### config.mk
export PLATFORM = sky130hd
export DESIGN_NAME = reg_datos_flat
export DESIGN_NICKNAME = d
export VERILOG_FILES = /design/src/rtl/reg_datos_if.sv /design/src/rtl/reg_datos.sv /design/src/flat_wrapper.sv
export SDC_FILE = /design/constraint.sdc
export NUM_CORES = 1
export LEC_CHECK = 0
export CORE_ASPECT_RATIO = 1.5
export CORE_UTILIZATION = 30
export CTS_BUF_LIST = sky130_fd_sc_hd__clkbuf_4 sky130_fd_sc_hd__clkbuf_8 sky130_fd_sc_hd__clkbuf_16
export DETAILED_ROUTE_END_ITERATION = 6
export MAX_ROUTING_LAYER = met4
export PLACE_DENSITY = 0.59
export SLEW_MARGIN = 15
export SYNTH_ARGS = -nofsm -noshare
export SYNTH_HDL_FRONTEND = slang
export SYNTH_SLANG_ARGS = --single-unit
### constraint.sdc
create_clock -name clk -period 1.7 [get_ports clk]
set_clock_uncertainty 0.2 [all_clocks]
set_input_delay 0.255 -clock clk [delete_from_list [all_inputs] [get_ports clk]]
set_output_delay 0.255 -clock clk [all_outputs]
set_load 0.01 [all_outputs]
### src/rtl/reg_datos_if.sv
// Byte-write bus into the 32-bit capture register.
// Two strobes select which byte source is shifted in; outD carries the assembled word.
interface reg_datos_if;
  logic        WR1D;
  logic        WR2D;
  logic [7:0]  i_int;
  logic [7:0]  i_ext;
  logic [31:0] outD;

  // Producer side: drives strobes and bytes, observes the word.
  modport master (
    output WR1D,
    output WR2D,
    output i_int,
    output i_ext,
    input  outD
  );

  // Register side: samples strobes and bytes, drives the word.
  modport slave (
    input  WR1D,
    input  WR2D,
    input  i_int,
    input  i_ext,
    output outD
  );
endinterface

### src/rtl/reg_datos.sv
// 32-bit capture register: each strobe shifts a byte in at the LSB end; both strobes
// together shift two bytes (i_int above i_ext). Older bytes fall off the MSB silently.
module reg_datos (
  input  logic        clk,
  input  logic        rst,
  reg_datos_if.slave  bus
);

  logic [31:0] data_q;
  logic [31:0] data_d;
  logic        wr1_s;
  logic        wr2_s;

  // Only a solid 1 counts as a strobe; anything else reads as idle.
  assign wr1_s = (bus.WR1D == 1'b1);
  assign wr2_s = (bus.WR2D == 1'b1);

  always_comb begin
    data_d = data_q;
    case ({wr1_s, wr2_s})
      2'b10:   data_d = {data_q[23:0], bus.i_int};
      2'b01:   data_d = {data_q[23:0], bus.i_ext};
      2'b11:   data_d = {data_q[15:0], bus.i_int, bus.i_ext};
      default: data_d = data_q;
    endcase
  end

  always_ff @(posedge clk or negedge rst) begin
    if (!rst) begin
      data_q <= 32'h0000_0000;
    end else begin
      data_q <= data_d;
    end
  end

  assign bus.outD = data_q;

endmodule

### src/flat_wrapper.sv
// flat-port wrapper written by rule: the top's interface ports become plain ports
module reg_datos_flat 
  (clk, rst, bus_WR1D, bus_WR2D, bus_i_int, bus_i_ext, bus_outD);
  reg_datos_if bus_i ();
  input  logic clk;
  input  logic rst;
  input wire logic [$bits(bus_i.WR1D)-1:0] bus_WR1D;
  input wire logic [$bits(bus_i.WR2D)-1:0] bus_WR2D;
  input wire logic [$bits(bus_i.i_int)-1:0] bus_i_int;
  input wire logic [$bits(bus_i.i_ext)-1:0] bus_i_ext;
  output wire logic [$bits(bus_i.outD)-1:0] bus_outD;
  assign bus_i.WR1D = bus_WR1D;
  assign bus_i.WR2D = bus_WR2D;
  assign bus_i.i_int = bus_i_int;
  assign bus_i.i_ext = bus_i_ext;
  assign bus_outD = bus_i.outD;
  reg_datos u_core (.clk(clk), .rst(rst), .bus(bus_i));
endmodule
==> results <==
- The run finished with clean final reports.
- The ratio of cells with drive above 1 in the final layout is 16.48%.
- The critical path class is reg2out.
- Across all hold checks on the routed design, the worst slack comes to 0.1777 ns.
- The total number of H-tree levels is 2.
- The required time at the worst-slack endpoint is 1.24 ns.
- The internal power contribution is 0.001611 W.
- In this run the deepest clock path goes through 2 buffers.
- The number of antenna violations at the first check in global routing came to 0.
- By area the synthesized netlist is led by dfrtp_1 51%, mux2i_1 16%, o221a_1 7.1%.
- The longest individual stage delay on the worst path is 0.55 ns.
- The clock tree from TritonCTS is done.
- The total inserted antenna cells is 0.
- The leakage component of the power is roughly 1.1 nW.
- Setup repair after global routing left no endpoint under its margin.
- Measured along the x axis, the die boundary spans 61.29 um.
- The count of clock tree sinks is 32.
- Measured along the y axis, the die boundary spans 90.93 um.
- The average detailed-routed wire length per instance is 15.08 um.
- The tool flagged a number of max-cap violations equal to 0.
- The total clock buffers created by CTS is 5.
- Entering global routing, the biggest net connects 33 pins.
- The worst setup path is launched from a flop.
- Clock tree synthesis selected as its root buffer the cell clkbuf_8.
- The dominant synthesized flop cell is dfrtp_1.
- After synthesis, the largest area contributor takes up 50.63% of total cell area.
- The post-layout net count is ~200.
- The global-route total usage across every layer is 15.43%.
- The number of endpoints with negative hold slack in the final report is 0.
- The synthesized netlist contains 14 unique library cells.
- The synthesized design contains 32 register bits.
- For the pin with the worst max-slew slack, the measured transition is 0.5258 ns.
- The switching power share of the total is 27.38%.
- The sum of net half-perimeters after detailed placement is 2568 um.
- Synthesis produced a netlist whose cell count is 123.
- Including well taps, the total number of placed cells is 237.
- Yosys mapped a number of flops with a built-in enable equal to 0.
- The starting density of the core is 30.86%.
- The clock-pin slew reported for the worst setup and hold paths after clock tree synthesis is about 0.060 ns.
- The max-slew headroom at the worst pin is 64.95%.
- The average cell area after synthesis is 12.86 sq um.
- The number of placement rows is 32.
- The most instantiated library cell after synthesis is dfrtp_1.
- The cell area that synthesis handed to floorplanning was 1582 sq um.
- VDD sags by at most 0.5831 mV.
- The count of buffers from port buffering is slightly above 50.
- The clock period could shrink to 1.655 ns.
- On the critical path the largest part of the delay comes from buffers and inverters.
- The power dissipated by switching net loads is 0.0006074 W.
- The maximum fanout along the worst path is 2.
- The clock power share is 28.0%.
- The slowest cell on the critical path is clkdlybuf4s50_1.
- The routed wire length is 3771 um.
- For this run, the register share of the synthesized area comes to around half.
- The area of the die is around 5600 sq um.
- The detail route stage leaves a number of antenna-violating nets equal to 0.
- The share of flip-flops with an asynchronous set or reset after synthesis is 100.0%.
- For this run, design rule violations remaining after detail routing come to 0.
- Global routing finished with a remaining overflow of 0.
- The total negative slack for setup checks is 0 ns.
- Setup violations remaining at the end of the flow were counted as 0.
- Leaving out filler cells and counting taps, the final layout contains 250.
- The count of pins over their slew limit is 0.
- The latest clock arrival within the worst-skew pair is 0.28 ns.
- The area growth from synthesis to layout is 44.70%.
- The number of detailed-routing iterations run before antenna repair is 4.
- In the synthesized netlist, the cells that appear most often are 32 x dfrtp_1, 26 x mux2i_1, 18 x or3_1, 10 x o221a_1, 9 x nand2_1.
- The completed layout was analyzed and its total power is 0.002218 W.
- The number of global-route vias before repair was 1220.
- The critical path buffer and inverter count is 1.
- The leading area contributor after synthesis is dfrtp_1.
- The worst setup path is captured at an output pin.
- The number of warning messages in the yosys log is 0.
- In this run, flip-flops and latches consume 44.0% of the power.
- At the end of routability-driven placement, the weighted congestion stood at 0.6745.
- Walking the worst path, the cells encountered are clkdlybuf4s50_1.
- The via count is 1224.
- The first global-routing pass estimated 6134 um of wire.
- Derived from the worst setup path, the maximum achievable clock frequency is 604.2 MHz.
- The ratio of routed vias to standard cells is 4.896.
- The worst endpoint data arrival time is 1.20 ns.
- The post-synth net total is around 140.
- The violation count after the first detailed-route iteration is 24.
- The worst path uses between 90% and 100% of the clock period.
- The number of flip-flops under the largest register name is 32.
- The min-delay analysis places its worst path in the category in2async.
- The total power divided by cell area is between 900 and 1000 nW/um^2.
- In this run the standard cell core region covers 5125 sq um.
- Per report_power, the combinational group accounts for 28.0% of the total.
- During I/O placement, the number of pins put on the boundary was 52.
[kinds of logic (layout without fill, tap and decap cells)]
kind of cell / Yosys count / in the layout / synth area share (%)
AOI/OAI and AO/OA: 26 / 26 / 15.35
buffers and inverters: 11 / 70 / 6.566
DFF: 32 / 32 / 50.63
xor gates and xnor gates: 1 / 1 / 1.741
muxes: 26 / 26 / 16.46
and+or+nand+nor: 27 / 27 / 9.256
[through the flow]
| step | area (sq um) | worst slack, ns | utilization (%) |
|---|---|---|---|
| after floorplan | 1582 | 0.3881 | - |
| after global placement | 2121 | 0.2336 | 41.38 |
| after detailed placement | 2121 | 0.2008 | 41.38 |
| after CTS | 2233 | 0.003647 | 43.58 |
| after global routing | 2288 | 0.001162 | 44.65 |
| final | 2288 | 0.04489 | 44.65 |
[cells in the final DEF, fill, tap and decap left out, types with 6 or more instances in the layout]
| cell | synthesis | routed |
|---|---|---|
| nand2_1 | 9 | 9 |
| dlygate4sd2_1 | 0 | 6 |
| buf_4 | 1 | 10 |
| clkdlybuf4s50_1 | 0 | 27 |
| dlymetal6s2s_1 | 0 | 16 |
| o21ai_1 | 8 | 8 |
| o221a_1 | 10 | 10 |
| clkbuf_8 | 0 | 6 |
| dfrtp_1 | 32 | 32 |
| mux2i_1 | 26 | 26 |
| o221a_2 | 8 | 8 |
| or3_1 | 18 | 18 |
[final timing paths]
path                       slack (ns)             endpoint  cells after the start           startpoint
setup / recovery                 0.04         bus_outD[10]                      1  u_core.bus.outD[10]
hold / removal                   0.18  u_core.bus.outD[31]                      2                  rst
setup reg to reg                 0.33  u_core.bus.outD[10]                      3  u_core.bus.outD[10]
hold reg to reg                  0.36  u_core.bus.outD[30]                      2  u_core.bus.outD[30]
max in group asynchronous        0.83  u_core.bus.outD[16]                      2                  rst
min in group clk                 0.28   u_core.bus.outD[5]                      4             bus_WR2D
[routing by layer]
layer  share of wire (%)  vias up  GRT usage [%]
met2                  52       32          22.46
met1                  42      600          20.18
li1                    -      588              -
met5                   0        -              -
met4                 1.4        0          6.818
met3                 5.0        4          3.438
[power groups by stage]
stage | clock (W) | sequential (W) | combinational (W)
floorplan | 0 | 0.00103 | 0.000238
global placement | 0 | 0.000991 | 0.000608
detailed placement | 0 | 0.00100 | 0.000623
CTS | 0.000643 | 0.000983 | 0.000631
global route | 0.000680 | 0.000994 | 0.000674
finish | 0.000620 | 0.000977 | 0.000621
[layout make-up]
class                           count  area (sq um)
Fill cell                         540          2836
Sequential cell                    32         800.8
Multi-Input combinational cell     80         676.9
Timing Repair Buffer               62         628.1
Clock buffer                        8         97.59
Tap cell                           68         85.08
[what timing repair did]
action	4_1_cts	5_1_grt
hold buffers	0	0
setup endpoints to repair	9	16
resized for setup	6	16
buffers inserted	3	2
[worst reg2reg max path: cells and delay by family (launching register included)]
family	cells	cell delay (ns)
AOI/OAI and AO/OA	1	0.13
DFF	1	0.40
buffers and inverters	1	0.15
and+or+nand+nor	1	0.37
Power figures use the tool's default switching activity.
